$ cat src/rtl/uart_rx.sv
// UART receiver: 8N1 frames, oversampled by rx_clk_en, valid/ack handshake to the consumer.
// State | meaning: IDLE wait start edge | START verify mid start bit | DATA shift 8 bits | STOP check stop bit | WAIT_HIGH hold off until line idles
module uart_rx #(
  parameter int OVERSAMPLE = 16
) (
  input  logic       clk,
  input  logic       rst,
  input  logic       rx,
  input  logic       rx_clk_en,
  input  logic       read_ack,
  output logic [7:0] rx_data,
  output logic       rx_valid,
  output logic       busy,
  output logic       frame_error,
  output logic       overrun
);

  localparam int TW = $clog2(OVERSAMPLE);
  localparam logic [TW-1:0] HALF_M1 = TW'(OVERSAMPLE / 2 - 1);
  localparam logic [TW-1:0] FULL_M1 = TW'(OVERSAMPLE - 1);

  typedef enum logic [2:0] {IDLE, START, DATA, STOP, WAIT_HIGH} state_t;

  state_t          state, state_next;
  logic            sync1, rx_s;
  logic [TW-1:0]   tick_cnt, tick_next;
  logic [2:0]      bit_idx, idx_next;
  logic [7:0]      sh, sh_next;
  logic            byte_done, stop_bad;

  always_ff @(posedge clk or posedge rst) begin
    if (rst) begin
      sync1 <= 1'b1;
      rx_s  <= 1'b1;
    end else begin
      sync1 <= rx;
      rx_s  <= sync1;
    end
  end

  always_ff @(posedge clk or posedge rst) begin
    if (rst) begin
      state    <= IDLE;
      tick_cnt <= '0;
      bit_idx  <= '0;
      sh       <= '0;
    end else begin
      state    <= state_next;
      tick_cnt <= tick_next;
      bit_idx  <= idx_next;
      sh       <= sh_next;
    end
  end

  always_comb begin
    state_next = state;
    tick_next  = tick_cnt;
    idx_next   = bit_idx;
    sh_next    = sh;
    byte_done  = 1'b0;
    stop_bad   = 1'b0;
    case (state)
      IDLE: begin
        if (rx_clk_en && !rx_s) begin
          state_next = START;
          tick_next  = '0;
        end
      end
      START: begin
        if (rx_clk_en) begin
          if (tick_cnt == HALF_M1) begin
            // A line that is high again at mid start bit was only a glitch.
            if (rx_s) begin
              state_next = IDLE;
            end else begin
              state_next = DATA;
              tick_next  = '0;
              idx_next   = '0;
            end
          end else begin
            tick_next = tick_cnt + 1'b1;
          end
        end
      end
      DATA: begin
        if (rx_clk_en) begin
          if (tick_cnt == FULL_M1) begin
            sh_next   = {rx_s, sh[7:1]};
            tick_next = '0;
            if (bit_idx == 3'd7) state_next = STOP;
            else                 idx_next   = bit_idx + 1'b1;
          end else begin
            tick_next = tick_cnt + 1'b1;
          end
        end
      end
      STOP: begin
        if (rx_clk_en) begin
          if (tick_cnt == FULL_M1) begin
            tick_next = '0;
            if (rx_s) begin
              byte_done  = 1'b1;
              state_next = IDLE;
            end else begin
              stop_bad   = 1'b1;
              state_next = WAIT_HIGH;
            end
          end else begin
            tick_next = tick_cnt + 1'b1;
          end
        end
      end
      WAIT_HIGH: begin
        if (rx_s) state_next = IDLE;
      end
      default: state_next = IDLE;
    endcase
  end

  assign busy = (state != IDLE);

  // An ack coinciding with a new byte consumes the old one, so no overrun.
  always_ff @(posedge clk or posedge rst) begin
    if (rst) begin
      rx_data     <= 8'h00;
      rx_valid    <= 1'b0;
      frame_error <= 1'b0;
      overrun     <= 1'b0;
    end else begin
      frame_error <= stop_bad;
      if (byte_done) begin
        rx_data  <= sh;
        rx_valid <= 1'b1;
        overrun  <= !read_ack && (overrun || rx_valid);
      end else if (read_ack) begin
        rx_valid <= 1'b0;
        overrun  <= 1'b0;
      end
    end
  end

endmodule

$ cat config.mk
export PLATFORM = sky130hd
export DESIGN_NAME = uart_rx
export DESIGN_NICKNAME = d
export VERILOG_FILES = /design/src/rtl/uart_rx.sv
export SDC_FILE = /design/constraint.sdc
export NUM_CORES = 1
export LEC_CHECK = 0
export ABC_CLOCK_PERIOD_IN_PS = 3200
export CAP_MARGIN = 20
export CORE_ASPECT_RATIO = 1.5
export CORE_MARGIN = 3
export CORE_UTILIZATION = 40
export CTS_CLUSTER_SIZE = 28
export DETAILED_ROUTE_END_ITERATION = 8
export PLACE_DENSITY = 0.61
export SYNTH_ARGS = -nofsm -noshare
export SYNTH_HDL_FRONTEND = slang
export SYNTH_SLANG_ARGS = --single-unit
$ cat constraint.sdc
create_clock -name clk -period 3.2 [get_ports clk]
set_clock_uncertainty 0.15 [all_clocks]
set_input_delay 0.8 -clock clk [delete_from_list [all_inputs] [get_ports clk]]
set_output_delay 0.8 -clock clk [all_outputs]
set_load 0.03 [all_outputs]
Word level (Yosys, flattened, before mapping) --
Index checks and enable logic that the tools add are counted.
Word-level totals: logic and storage cells 84, register bits after elaboration 31, output and inout bits 12, input port bits 5
Operators by class: muxes and demuxes 37, eq/ne operators 20, add/sub/neg operators 2, reductions and logical operators 15
Operators by type and width (number):
- 3-bit 2-to-1 mux | 16
- 4-bit 2-to-1 mux | 6
- 2-bit inequality test (second input constant) | 11
- 3-bit one-hot mux with 5 select lines | 1
- 4-bit one-hot mux with 3 select lines | 1
- 1-bit 2-to-1 mux | 11
- 9-bit AND reduction | 1
- 7-bit AND reduction | 1
- 3-bit by 2-bit equality test with 1-bit output (second input constant) | 2
- 3-bit equality test (second input constant) | 2
- 3-bit one-hot mux with 2 select lines | 1
- 3-bit nonzero test | 2
- 5-bit AND reduction | 1
- 4-bit by 1-bit adder with 4-bit output (second input constant) | 1
- 4-bit by 3-bit equality test with 1-bit output (second input constant) | 1
- 4-bit equality test (second input constant) | 1
- 2-bit nonzero test | 2
- 3-bit by 1-bit adder with 3-bit output (second input constant) | 1
- 3-bit by 1-bit equality test with 1-bit output (second input constant) | 1
- 3-bit logical NOT | 1
- 3-bit inequality test (second input constant) | 1
- 3-bit AND reduction | 1
- 1-bit logical AND | 2
- 1-bit logical NOT | 2
- other kinds (4) | 4

Longest topological paths before layout --
depth after elaboration 5, mapped depth 6, depth with buffers taken out 6

Worst setup path before layout --
OpenSTA, ideal clock, no wires.
path kind register -> output, from reg state[2], to out busy, buffers on the path 1, slack 1240 ps, required time 2250 ps, data arrival time 1010 ps, cell stages (with the launch flop) 3, path through dfrtp_1 buf_4 or3_1
On the way: cells in the longest elaborated chain, start to end 1
Ends and longest elaborated chain:
- start: declaration | RTL line 24 | state_t state, state_next;
- start signal: assignment | RTL line 48 | state <= state_next;
- 3-bit nonzero test | RTL line 120 | assign busy = (state != IDLE);
- end: declaration | RTL line 13 | output logic busy,
Every way passes these cells.

Worst setup path in the final report --
Ends and elaborated chain as after synthesis.

==> flow_summary.yaml <==
worst_setup_path:
  start_kind: "flip-flop"
  rr_worst_depth: 4
  regToRegStartpoint: "tick_cnt[0]"
  crit_arrival_ns: 1.80
  max_stage_delay_ns: 0.59
  crit_path_start: "state[2]"
  cp_data_required_time_ns: 2.25
  crit_type: "flip-flop to output port"
  ff2ff_setup_slack_ns: 1.18
  cp_slowest_cell: "clkdlybuf4s50_1"
  worstReg2RegEnd: "sh[5]"
  crit_path_cell_trace: "or3_1, clkdlybuf4s50_1"
  worstPathMaxFanout: 10
  worst_path_dominant_cell_family: "buffers and inverters"
  critical_path_buf_inv_count: 1
  end_kind: "output port"
route:
  drt-initial-drc-count: 14
  viasPerCell: 5.32
  drt_first_pass_iters: 4
  avgRoutedWirePerCell_um: 14.6
  wl_mm: 2.68
  drc: 0
  via_count: 978
  drtAntennaViolNets: 0
floorplan:
  start_util_pct: 42.3
  boundaryPins: 17
  die_area_um2: 4460
  coreArea_um2: 3480
  rows: 26
  dieWidth_um: 55.5
  die_y_um: 80.3
clock_tree:
  cts-buffers-inserted: 5
  cts_buffer_depth: 2
  cts-htree-levels: 2
  cts_root_buf: "clkbuf_8"
  cts_tree: "yes"
  post_cts_buffers: 0
  cts.repair.resized: 0
  clkLatencyLatePin_ns: 0.28
  hold_buffers: 0
  clock-sinks: 31
  clk_pin_slew_ns: 0.06
timing:
  final.setup.tns_ns: 0
  post-route-period-util_pct: 85.9
  fin_crit_ns: 2.75
  whs_ns: 0.205
  drv_slew: 0
  finalHoldViolations: 0
  slew-limit-headroom_pct: 69.4
  rsz0062_at_grt: "false"
  fmax_ghz: 0.364
  setup_viol: 0
  worstMarginPinSlew_ns: 0.448
min_path:
  min_to: "rx_s"
  worstHoldStart: "sync1"
  hold_path.class: "flip-flop to flip-flop"
  hold_depth: 0
synthesis:
  syn_inst: 123
  synthesis.area_um2: 1470
  ys_ff_latch: 31
  yosysUniqueCellTypes: 38
  synth_fp_nets: 131
  syn-mean-instance-area_um2: 12.0
  seq_area_frac_synth_pct: 52.9
  ys_warn_count: 0
global_routing:
  grt_max_degree: 32
  grt_overflow: 0
  grt_pass1_wl_mm: 4.75
  track_usage_pct: 13.4
  grt_pass1_vias: 1055
  antenna_found_initial: 0
placement:
  port_buffers: 16
  place_inst: 176
  routabilityCongestion: 0.807
  place.detailed.hpwl_mm: 1.88
layout:
  layout.cells.non_filler: 184
  seq_area_um2: 778
  area_growth_pct: 18.6
  diodes: 0
  drive_above_1_share_pct: 22.5
  n_fill_cell: 295
  final_util_pct: 50.1
  num-nets-final: 149
  multi_input_area_um2: 609
outcome:
  status: "completed"
pwr:
  irDropWorstVdd_v: 0.000353
  pwr_density_cell_nw_per_um2: 683
  p_leak_uw: 0.000791
run:
  max_cap_viol_count: 0
==> per-stage QoR <==
step / total power, uW / cell area [um^2] / setup WS (ns)
final: 1190 / 1750 / 0.451
after global routing: 1270 / 1750 / 0.405
after CTS: 1200 / 1750 / 0.445
after detailed placement: 862 / 1650 / 0.464
after global placement: 850 / 1650 / 0.532
after floorplan: 793 / 1470 / 1.24
==> synth_stat cells <==
master / number / area share (%)
nor2_1: 7 / 1.8
clkbuf_1: 1 / 0.25
and3_1: 1 / 0.43
nor2b_1: 2 / 0.85
and2_1: 4 / 1.7
a22o_1: 1 / 0.60
a2111oi_0: 1 / 0.60
inv_1: 10 / 2.6
nand2b_1: 2 / 0.85
nand3_1: 1 / 0.34
nor3b_4: 1 / 1.3
nor3b_2: 1 / 0.85
nor3b_1: 1 / 0.51
dfrtp_1: 29 / 49
a21bo_2: 1 / 0.68
nand2_1: 7 / 1.8
buf_2: 1 / 0.34
a41oi_1: 1 / 0.60
o21ai_0: 3 / 1.0
a2111oi_2: 1 / 1.0
ha_1: 3 / 2.6
buf_4: 2 / 1.0
nor3_1: 1 / 0.34
and4_1: 1 / 0.60
o41ai_1: 1 / 0.60
o22ai_1: 1 / 0.43
nand3_4: 1 / 1.2
or3_1: 1 / 0.43
mux2i_1: 3 / 2.0
dfstp_2: 2 / 3.6
xnor2_1: 1 / 0.60
a32o_1: 1 / 0.68
buf_6: 2 / 1.5
nor3_4: 1 / 1.1
nand3b_1: 1 / 0.51
a31oi_1: 2 / 0.85
a21oi_1: 7 / 2.4
mux2_2: 16 / 12
==> kinds of logic after synthesis <==
family | synth area share (%)
compound gates | 9.44
xor+xnor | 0.595
fa+ha+maj | 2.55
buf+inv | 5.70
flops | 52.9
mux | 14.3
simple gates | 14.5
==> routing by layer <==
metal / track usage (%) / vias up / part of all wire, %
met1: 15.7 / 476 / 44
met5: 0 / - / 0
li1: - / 463 / -
met3: 4.50 / 8 / 4.6
met2: 23.1 / 31 / 50
met4: 4.38 / 0 / 1.5
==> cells in the final DEF (no fill, tap or decap), types with 2 or more instances in the layout <==
master and instances:
mux2i_1 3, nand2b_1 2, a21oi_1 7, and2_1 4
a31oi_1 2, o21ai_0 3, nand2_1 7, clkdlybuf4s50_1 16
nor2b_1 2, dfrtp_1 29, clkbuf_8 7, inv_1 10
mux2_2 16, nor2_1 7, dfstp_2 2, ha_1 3
==> power by group <==
part / switching, uW / internal (uW)
clock: 139 / 196
sequential: 80.3 / 447
combinational: 177 / 152
total: 397 / 795
==> sequential cells by signal, indices dropped and copies added (netlist names) <==
| register | count |
|---|---|
| sh | 8 |
| rx_data | 8 |
| sync1 | 1 |
| rx_s | 1 |
| state | 3 |
| frame_error | 1 |
| overrun | 1 |
| bit_idx | 3 |
| rx_valid | 1 |
| tick_cnt | 4 |
==> area by class of cell <==
type | instances | area share (%)
sequential | 31 | 44.6
multi-input combinational | 76 | 34.9
timing repair buffer | 17 | 9.61
clock buffer | 8 | 5.73
tap | 42 | 3.01
inverter | 10 | 2.15
==> worst register-to-register path, stage by stage, from the launching register on <==
cell and delay, ns:
dfrtp_1 0.39, ha_1 0.25, and4_1 0.35, and2_1 0.38, mux2_2 0.39
==> worst max-delay path by stage <==
stage / to / slack [ns] / cells after the start
2_1_floorplan: busy / 1.24 / 2
3_3_place_gp: sh[0] / 0.53 / 4
3_5_place_dp: sh[5] / 0.46 / 4
4_1_cts: busy / 0.44 / 2
5_1_grt: busy / 0.41 / 2
6_report: busy / 0.45 / 2
(Power assumes the default switching activity.)
